--- config.mk ---
export PLATFORM = sky130hd
export DESIGN_NAME = pim_tile_scheduler
export DESIGN_NICKNAME = d
export VERILOG_FILES = /design/src/rtl/pim_tile_scheduler.sv
export SDC_FILE = /design/constraint.sdc
export NUM_CORES = 1
export LEC_CHECK = 0
export CAP_MARGIN = 20
export CORE_ASPECT_RATIO = 1.4
export CORE_MARGIN = 1
export CORE_UTILIZATION = 52
export CTS_BUF_LIST = sky130_fd_sc_hd__clkbuf_8
export DETAILED_ROUTE_END_ITERATION = 7
export PLACE_DENSITY = 0.81
export SYNTH_ARGS = -nofsm -noshare
export SYNTH_HDL_FRONTEND = slang
export SYNTH_SLANG_ARGS = --single-unit
--- constraint.sdc ---
create_clock -name clk -period 2 [get_ports clk]
set_input_delay 0.4 -clock clk [delete_from_list [all_inputs] [get_ports clk]]
set_output_delay 0.4 -clock clk [all_outputs]
set_load 0.05 [all_outputs]
--- src/rtl/pim_tile_scheduler.sv ---
// pim_tile_scheduler
//   Sequences a pool of PIM units over a TILES_PER_DIM x TILES_PER_DIM tiled
//   matrix product. Tile jobs are issued row-major to free units in
//   round-robin order, completions are queued per unit and written back to
//   the aggregator one per cycle (lowest unit index first), and a one-cycle
//   done pulse marks the end of the whole matrix job.
//
// Ports
//   clk, rst    : clock, synchronous active-high reset
//   start       : begin a full matrix job (sampled only while idle)
//   unit_done   : per-unit one-cycle completion pulse
//   disp_valid  : one-hot dispatch pulse to the selected unit
//   disp_row/col: tile of the dispatched job
//   wb_valid    : writeback strobe to the aggregator
//   wb_unit/row/col : unit and tile of the written-back result
//   busy        : high while a matrix job is in progress
//   done        : one-cycle pulse after the last writeback
//   jobs_done   : writebacks since the last accepted start
module pim_tile_scheduler #(
    parameter int NUM_UNITS     = 4,
    parameter int TILES_PER_DIM = 2,
    localparam int IDX_W  = (TILES_PER_DIM > 1) ? $clog2(TILES_PER_DIM) : 1,
    localparam int UNIT_W = (NUM_UNITS > 1) ? $clog2(NUM_UNITS) : 1,
    localparam int CNT_W  = $clog2(TILES_PER_DIM * TILES_PER_DIM + 1)
) (
    input  logic                 clk,
    input  logic                 rst,
    input  logic                 start,
    input  logic [NUM_UNITS-1:0] unit_done,
    output logic [NUM_UNITS-1:0] disp_valid,
    output logic [IDX_W-1:0]     disp_row,
    output logic [IDX_W-1:0]     disp_col,
    output logic                 wb_valid,
    output logic [UNIT_W-1:0]    wb_unit,
    output logic [IDX_W-1:0]     wb_row,
    output logic [IDX_W-1:0]     wb_col,
    output logic                 busy,
    output logic                 done,
    output logic [CNT_W-1:0]     jobs_done
);

    localparam int                TOTAL    = TILES_PER_DIM * TILES_PER_DIM;
    localparam logic [CNT_W-1:0]  TOTAL_C  = CNT_W'(TOTAL);
    localparam logic [IDX_W-1:0]  LAST_IDX = IDX_W'(TILES_PER_DIM - 1);
    localparam logic [UNIT_W-1:0] LAST_U   = UNIT_W'(NUM_UNITS - 1);

    typedef enum logic [1:0] {S_IDLE, S_RUN, S_FINISH} state_t;

    state_t state, state_n;

    // Per-unit bookkeeping
    logic [NUM_UNITS-1:0] unit_busy, unit_busy_n;
    logic [NUM_UNITS-1:0] unit_pend, unit_pend_n;
    logic [IDX_W-1:0]     tile_row [NUM_UNITS];
    logic [IDX_W-1:0]     tile_col [NUM_UNITS];
    logic [IDX_W-1:0]     tile_row_n [NUM_UNITS];
    logic [IDX_W-1:0]     tile_col_n [NUM_UNITS];

    // Job sequencing
    logic [UNIT_W-1:0] rr_ptr, rr_ptr_n;
    logic [IDX_W-1:0]  next_row, next_row_n;
    logic [IDX_W-1:0]  next_col, next_col_n;
    logic [CNT_W-1:0]  disp_cnt, disp_cnt_n;

    // Next values of the registered outputs
    logic [NUM_UNITS-1:0] disp_valid_n;
    logic [IDX_W-1:0]     disp_row_n, disp_col_n;
    logic                 wb_valid_n;
    logic [UNIT_W-1:0]    wb_unit_n;
    logic [IDX_W-1:0]     wb_row_n, wb_col_n;
    logic                 busy_n, done_n;
    logic [CNT_W-1:0]     jobs_done_n;

    // Accepting a start dispatches in the same edge, so the dispatch search
    // runs on an "effective" view where an accepted start already looks like
    // a freshly cleared pool at tile (0,0) with the pointer at unit 0.
    logic                 accept;
    logic [NUM_UNITS-1:0] eff_busy, eff_pend, eff_free;
    logic [UNIT_W-1:0]    eff_ptr;
    logic [IDX_W-1:0]     eff_row, eff_col;
    logic [CNT_W-1:0]     eff_cnt;

    logic                 disp_hit, can_dispatch;
    logic [UNIT_W-1:0]    disp_sel;
    logic                 wb_hit;
    logic [UNIT_W-1:0]    wb_sel;

    always_comb begin : effective_view
        accept   = (state == S_IDLE) && start;
        eff_busy = accept ? '0 : unit_busy;
        eff_pend = accept ? '0 : unit_pend;
        eff_ptr  = accept ? '0 : rr_ptr;
        eff_row  = accept ? '0 : next_row;
        eff_col  = accept ? '0 : next_col;
        eff_cnt  = accept ? '0 : disp_cnt;
        eff_free = ~(eff_busy | eff_pend);
    end

    // Round-robin search as two priority passes: units at or above the
    // pointer first, then the wrap-around from unit 0.
    always_comb begin : pick_units
        disp_hit = 1'b0;
        disp_sel = '0;
        for (int unsigned i = 0; i < NUM_UNITS; i++) begin
            if (!disp_hit && eff_free[i] && (UNIT_W'(i) >= eff_ptr)) begin
                disp_hit = 1'b1;
                disp_sel = UNIT_W'(i);
            end
        end
        for (int unsigned i = 0; i < NUM_UNITS; i++) begin
            if (!disp_hit && eff_free[i]) begin
                disp_hit = 1'b1;
                disp_sel = UNIT_W'(i);
            end
        end
        wb_hit = 1'b0;
        wb_sel = '0;
        for (int unsigned i = 0; i < NUM_UNITS; i++) begin
            if (!wb_hit && unit_pend[i]) begin
                wb_hit = 1'b1;
                wb_sel = UNIT_W'(i);
            end
        end
        can_dispatch = (accept || (state == S_RUN)) && disp_hit && (eff_cnt < TOTAL_C);
    end

    // FSM: state register
    always_ff @(posedge clk) begin
        if (rst) begin
            state <= S_IDLE;
        end else begin
            state <= state_n;
        end
    end

    // FSM: next-state logic
    always_comb begin
        state_n = state;
        case (state)
            S_IDLE:   if (start) state_n = S_RUN;
            S_RUN:    if (jobs_done == TOTAL_C) state_n = S_FINISH;
            S_FINISH: state_n = S_IDLE;
            default:  state_n = S_IDLE;
        endcase
    end

    // FSM: output / datapath next-value logic
    always_comb begin
        unit_busy_n  = eff_busy;
        unit_pend_n  = eff_pend;
        tile_row_n   = tile_row;
        tile_col_n   = tile_col;
        rr_ptr_n     = eff_ptr;
        next_row_n   = eff_row;
        next_col_n   = eff_col;
        disp_cnt_n   = eff_cnt;
        jobs_done_n  = accept ? '0 : jobs_done;
        disp_valid_n = '0;
        disp_row_n   = disp_row;
        disp_col_n   = disp_col;
        wb_valid_n   = 1'b0;
        wb_unit_n    = wb_unit;
        wb_row_n     = wb_row;
        wb_col_n     = wb_col;
        busy_n       = (state_n != S_IDLE);
        done_n       = (state_n == S_FINISH);

        if (state == S_RUN) begin
            // Completions on non-busy units are dropped by the mask.
            unit_busy_n = unit_busy & ~unit_done;
            unit_pend_n = unit_pend | (unit_done & unit_busy);
            if (wb_hit) begin
                unit_pend_n[wb_sel] = 1'b0;
                wb_valid_n          = 1'b1;
                wb_unit_n           = wb_sel;
                wb_row_n            = tile_row[wb_sel];
                wb_col_n            = tile_col[wb_sel];
                jobs_done_n         = jobs_done + 1'b1;
            end
        end

        // Dispatch uses free bits from the registered state, so a unit whose
        // pend clears this edge cannot be picked until the next one.
        if (can_dispatch) begin
            unit_busy_n[disp_sel]  = 1'b1;
            tile_row_n[disp_sel]   = eff_row;
            tile_col_n[disp_sel]   = eff_col;
            disp_valid_n[disp_sel] = 1'b1;
            disp_row_n             = eff_row;
            disp_col_n             = eff_col;
            disp_cnt_n             = eff_cnt + 1'b1;
            rr_ptr_n               = (disp_sel == LAST_U) ? '0 : disp_sel + 1'b1;
            if (eff_col == LAST_IDX) begin
                next_col_n = '0;
                next_row_n = eff_row + 1'b1;
            end else begin
                next_col_n = eff_col + 1'b1;
            end
        end
    end

    always_ff @(posedge clk) begin
        if (rst) begin
            unit_busy  <= '0;
            unit_pend  <= '0;
            for (int unsigned i = 0; i < NUM_UNITS; i++) begin
                tile_row[i] <= '0;
                tile_col[i] <= '0;
            end
            rr_ptr     <= '0;
            next_row   <= '0;
            next_col   <= '0;
            disp_cnt   <= '0;
            disp_valid <= '0;
            disp_row   <= '0;
            disp_col   <= '0;
            wb_valid   <= 1'b0;
            wb_unit    <= '0;
            wb_row     <= '0;
            wb_col     <= '0;
            busy       <= 1'b0;
            done       <= 1'b0;
            jobs_done  <= '0;
        end else begin
            unit_busy  <= unit_busy_n;
            unit_pend  <= unit_pend_n;
            tile_row   <= tile_row_n;
            tile_col   <= tile_col_n;
            rr_ptr     <= rr_ptr_n;
            next_row   <= next_row_n;
            next_col   <= next_col_n;
            disp_cnt   <= disp_cnt_n;
            disp_valid <= disp_valid_n;
            disp_row   <= disp_row_n;
            disp_col   <= disp_col_n;
            wb_valid   <= wb_valid_n;
            wb_unit    <= wb_unit_n;
            wb_row     <= wb_row_n;
            wb_col     <= wb_col_n;
            busy       <= busy_n;
            done       <= done_n;
            jobs_done  <= jobs_done_n;
        end
    end

endmodule

== After elaboration in Yosys (flattened, before gate mapping) ==
Cells that the tools add are included.

* Add/subtract/negate cells: 5
* Order comparisons: 12
* Equality and inequality tests: 4
* Mux-type cells: 60
* Bitwise gates (word level): 13
* Reduce and logical (&&, ||, !) cells: 36

{| class="wikitable"
|+ Operators by type and width
! cell !! count
|-
| 1-bit two-way mux || 28
|-
| 2-bit two-way mux || 13
|-
| 4-bit two-way mux || 6
|-
| 1-bit logical AND || 20
|-
| 3-bit two-way mux || 5
|-
| 4-bit AND || 3
|-
| 4-bit inverter || 3
|-
| 4-bit bitwise OR || 3
|-
| 1-bit zero test || 10
|-
| 4-bit bitwise mux || 2
|-
| 3-bit by 1-bit adder with 3-bit output (second input constant) || 2
|-
| 1-bit demux with 2-bit select || 3
|-
| 3-bit >= comparator (second input constant) || 2
|-
| 2-bit by 3-bit < comparator with 1-bit output (second input constant) || 2
|-
| 2-bit inverter with 3-bit output || 2
|-
| 1-bit binary-select mux with 2-bit select || 2
|-
| 2-bit == test (second input constant) || 2
|-
| 1-bit by 2-bit >= comparator with 1-bit output (first input constant) || 2
|-
| 2-bit by 1-bit >= comparator with 1-bit output (second input constant) || 2
|-
| 2-bit >= comparator (first input constant) || 2
|-
| 2-bit case mux with 2 select lines || 1
|-
| 2-bit OR reduction || 2
|-
| 3-bit == test (second input constant) || 1
|-
| 3-bit by 1-bit < comparator with 1-bit output (second input constant) || 1
|-
| other kinds (9) || 11
|}

* Register bits: 41
* Input port bits: 7
* Output and inout port bits: 16
* Word-level logic and storage cells: 155

== Logic depth before layout (Yosys ltp) ==
* Depth after elaboration: 37
* Depth in mapped cells: 8

== Least setup slack after synthesis ==
OpenSTA, ideal clock, no wires.

* Path type: input to register
* From: in start
* To: reg tile_row[1] (netlist name)
* Setup time: 117 ps
* Arrival: 1,785 ps
* Data required time: 1,883 ps
* Setup slack: 98 ps
* Cell stages on the path: 8
* Cells stage by stage: or3b_1 > buf_6 > o41ai_1 > o32ai_2 > inv_1 > ha_1 > o21ai_2 > a32o_2

* Word-level cells in the longest chain between the ends: 36

{| class="wikitable"
|+ RTL lines
! element !! RTL line !! RTL
|-
| start, declared || 28 || <nowiki>input logic start,</nowiki>
|-
| 1-bit logical AND (*) || 89 || <nowiki>accept = (state == S_IDLE) && start;</nowiki>
|-
| branches (longest 35 deep; another with 1-bit by 2-bit >= comparator with 1-bit output) || - ||
|-
| end signal, assigned || 227 || <nowiki>tile_row <= tile_row_n;</nowiki>
|-
| end, declared || 54 || <nowiki>logic [IDX_W-1:0] tile_row [NUM_UNITS];</nowiki>
|}

Mark *: on every way between the ends.
A chain may end at the register's enable or synchronous reset.

== Final worst setup path ==
* From: reg unit_pend[2]
* To: reg tile_row[1] (netlist name)

* Word-level cells in the longest chain between the ends: 28

{| class="wikitable"
|+ RTL lines
! element !! RTL line !! RTL
|-
| start, declared || 53 || <nowiki>logic [NUM_UNITS-1:0] unit_pend, unit_pend_n;</nowiki>
|-
| start signal, assigned || 226 || <nowiki>unit_pend <= unit_pend_n;</nowiki>
|-
| 4-bit two-way mux (*) || 91 || <nowiki>eff_pend = accept ? '0 : unit_pend;</nowiki>
|-
| 4-bit bitwise OR (*) || 96 || <nowiki>eff_free = ~(eff_busy | eff_pend);</nowiki>
|-
| 4-bit inverter (*) || 96 ||
|-
| 1-bit logical AND (2 in a row) || 105 || <nowiki>if (!disp_hit && eff_free[i] && (UNIT_W'(i) >= eff_ptr)) begin</nowiki>
|-
| 1-bit two-way mux || 105 ||
|-
| 1-bit zero test || 105 ||
|-
| 1-bit logical AND (2 in a row) || 105 ||
|-
| 1-bit two-way mux || 105 ||
|-
| [... 10 more ...] || - ||
|-
| 1-bit logical AND || 111 || <nowiki>if (!disp_hit && eff_free[i]) begin</nowiki>
|-
| 2-bit two-way mux || 111 ||
|-
| 2-bit inverter with 3-bit output (implied by the code) || 186 || <nowiki>tile_row_n[disp_sel] = eff_row;</nowiki>
|-
| 3-bit >= comparator (implied by the code) / 3-bit by 1-bit < comparator with 1-bit output (equally long branches) || 186 ||
|-
| 1-bit logical AND (implied by the code) || 186 ||
|-
| 1-bit two-way mux (implied by the code) || 186 ||
|-
| 1-bit demux with 2-bit select || 186 ||
|-
| 4-bit bitwise mux || 186 ||
|}

Every way passes the cells marked *; elsewhere a longest branch is shown, timed or not.

==> results by group <==
Floorplan
  • Io pins: 23
  • Std-Cell Core Area: 0.00368 mm^2
  • Chip width: 54.6 um
  • Die area: 0.00412 mm^2
  • Initial Util: 54.7%
  • Num rows: 26
  • Die H: 75.6 um

Outcome
  • Status: completed

Final layout
  • Final #Nets: 285
  • Layout area overhead: 30.9%
  • Share of cells above drive strength 1: 27.6%
  • Antenna cells: 0
  • Final Util: 71.6%

Place
  • Post-DP HPWL: 3.63 mm
  • Port bufs: 22
  • Final GP Congestion: 0.897

Detailed routing
  • DRC viols: 0
  • Pre-antenna DRT Iters: 4
  • Routed WL per cell: 16.5 um
  • Initial DRC Count: 99
  • Vias: 1916
  • Via/cell ratio: 6.10
  • Drt total wl: 5.19 mm
  • Post-route ant nets: 0

Timing
  • Setup TNS: 0 ps
  • Worst Clk Skew: 5.10 ps
  • Slew HR: 65.3%
  • Setup Viol. Count Final: 0
  • Fin crit share: 96.7%
  • Hold Slack: 463 ps
  • Final slew viol count: 0
  • Final Hold Vio Count: 0
  • Post-route minimum period: 1930 ps
  • Fmax: 0.517 GHz
  • Actual slew at the worst max-slew pin: 516 ps

Synthesis
  • Post-synth top area cell: dfxtp_1
  • Yosys cell types: 55
  • Synth Area per Inst: 9.14 um^2
  • Syn Inst Count: 220
  • Sequential fraction of the synthesis area: 40.8%
  • Synthesized flop and latch total: 41
  • Mapped cell area: 0.00201 mm^2
  • FFs w/ async S/R, synth: 0%
  • Syn_nets: 234
  • Top-area cell type share of the netlist area: 40.8%
  • Ranking of synthesized cells by area: dfxtp_1, a21oi_1, ha_1
  • EDFF count, synth: 0
  • Yosys Warn Count: 0
  • Synth cell count leaders: dfxtp_1, a21oi_1, nand2_1, nor2_1, o21ai_0
  • Main synth FF type: dfxtp_1
  • Most common cell in the synthesized netlist: dfxtp_1

Global route
  • Largest net degree at the start of global routing: 19
  • First-pass GRT wire length: 7.85 mm
  • Total GRT Usage: 26.9%
  • Vias in the first global route: 1765
  • Initial antenna violation count: 0
  • Grt total ovfl: 0

Clock network
  • Root buf cell: clkbuf_8
  • H-Tree Depth: 2
  • Clk sinks: 41
  • Clock tree buffer depth: 2
  • Worst skew pair latency: 300 ps
  • CTS Buf Count: 5
  • Clk slew on worst S/H paths: 80 ps
  • Hold-fix buffers, CTS: 0
  • CTS tree: built

Worst setup path
  • Critical path fanouts, max: 5
  • Reg-to-reg endpoint: tile_row[1]
  • Crit path DAT: 2120 ps
  • Reg-to-Reg Start: unit_pend[2]
  • Setup crit start kind: flip-flop
  • CP Capture Type: flip-flop
  • Reg2reg setup slack: 70 ps
  • Worst r2r path cells: 7
  • WP data required: 2190 ps
  • CP Class: reg -> reg

Worst hold path
  • Min-delay src: disp_cnt[1]
  • Hold worst-path end: disp_cnt[1]
  • Hold crit path type: reg -> reg
  • Hold Crit Depth: 2

Run
  • Maxcap violations: 0

Pwr
  • Peak VDD IR: 0.703 mV
  • Leakage: 1.03 nW
  • Power Density: 929 mW/mm^2
worst max-delay path by stage:
stage                 start          end  slack, ps
6_report       unit_pend[2]  tile_row[1]         70
5_1_grt        unit_busy[1]  tile_row[3]        -20
4_1_cts        unit_busy[1]  tile_row[3]         20
3_5_place_dp          start  tile_col[3]       -570
3_3_place_gp          start  tile_col[3]       -510
2_1_floorplan         start  tile_row[1]        100
placed cells by master, fill, tap and decap left out, types with 2 or more instances in the layout:
cell | netlist | layout
a21oi_2 | 2 | 2
o311ai_0 | 2 | 2
clkinv_2 | 0 | 2
ha_1 | 7 | 5
o21ai_0 | 12 | 11
a32o_2 | 6 | 6
o21ai_2 | 3 | 4
nor2_1 | 17 | 17
o31a_1 | 2 | 2
nand4b_1 | 4 | 4
nand3b_1 | 2 | 2
o211a_1 | 2 | 2
o22ai_1 | 2 | 2
nor3b_1 | 4 | 4
clkdlybuf4s50_1 | 0 | 21
clkbuf_8 | 1 | 5
o32ai_2 | 1 | 2
ha_2 | 0 | 2
inv_1 | 8 | 9
and2_1 | 2 | 2
o21a_1 | 2 | 2
a21oi_1 | 19 | 19
o221a_2 | 2 | 2
nand3_1 | 10 | 10
dfxtp_1 | 41 | 41
nand2b_1 | 2 | 2
buf_12 | 0 | 2
buf_4 | 0 | 34
nor3_1 | 6 | 6
a311oi_1 | 3 | 3
nand2_1 | 17 | 17
sequential cells by signal, summed over array words and instances, names as in the netlist:
| register | cells |
|---|---|
| wb_col | 1 |
| rr_ptr | 2 |
| disp_cnt | 3 |
| next_col | 1 |
| done | 1 |
| unit_pend | 4 |
| disp_row | 1 |
| wb_row | 1 |
| tile_row | 4 |
| busy | 1 |
| next_row | 1 |
| disp_col | 1 |
| unit_busy | 4 |
| disp_valid | 4 |
| state | 2 |
| tile_col | 4 |
| wb_unit | 2 |
| wb_valid | 1 |
| jobs_done | 3 |
cell type report:
class,count,area (um^2)
clock buffers,5,68.8
multi-input cells,157,1130
fillers,300,1040
inverters,8,30.0
flip-flops and latches,41,821
repair buffers,58,514
well taps,42,52.6
clock inverters,3,13.8
cells by family (layout without fill, tap and decap cells):
| family | after synthesis | count (layout) | share of synthesized area (%) |
|---|---|---|---|
| compound gates | 75 | 75 | 28.8 |
| fa+ha+maj | 7 | 7 | 4.36 |
| buf+inv | 22 | 74 | 6.22 |
| flops | 41 | 41 | 40.8 |
| mux | 1 | 1 | 0.560 |
| simple gates | 74 | 74 | 19.2 |
per-stage QoR:
step / cells / worst slack (ps) / cell area [um^2] / total power, mW
CTS: 314 / 16.0 / 2590 / 2.39
global route: 314 / -24.9 / 2630 / 2.57
global placement: 302 / -514 / 2440 / 1.79
finish: 314 / 66.3 / 2630 / 2.45
floorplan: 220 / 97.6 / 2010 / 1.47
detailed placement: 302 / -574 / 2440 / 1.81
per-layer routing:
layer,vias to the layer above,share of wire (%),wire [um],GRT usage [%]
met5,-,0,0,0
met3,19,5.6,291,5.99
met4,0,4.1,212,17.1
met1,905,40,2070,30.2
met2,67,50,2620,44.7
li1,925,-,-,-
where the power goes:
| part | leakage (nW) | internal [mW] | switching [mW] |
|---|---|---|---|
| combinational | 0.645 | 0.459 | 0.520 |
| clock | 0.0491 | 0.237 | 0.283 |
| sequential | 0.333 | 0.896 | 0.0507 |
| total | 1.03 | 1.59 | 0.854 |
critical path: stages, from the launching register on:
cell	delay, ps
dfxtp_1	450
a211oi_1	90
or2_2	340
o32ai_4	260
inv_1	110
ha_2	200
buf_4	140
a32o_2	230
timing repair:
item / in CTS / in global routing
pin swaps: 5 / 3
gates resized for setup: 13 / 4
buffers inserted: 4 / 0
endpoints found under the setup margin: 17 / 4
Power figures use the tool's default switching activity.
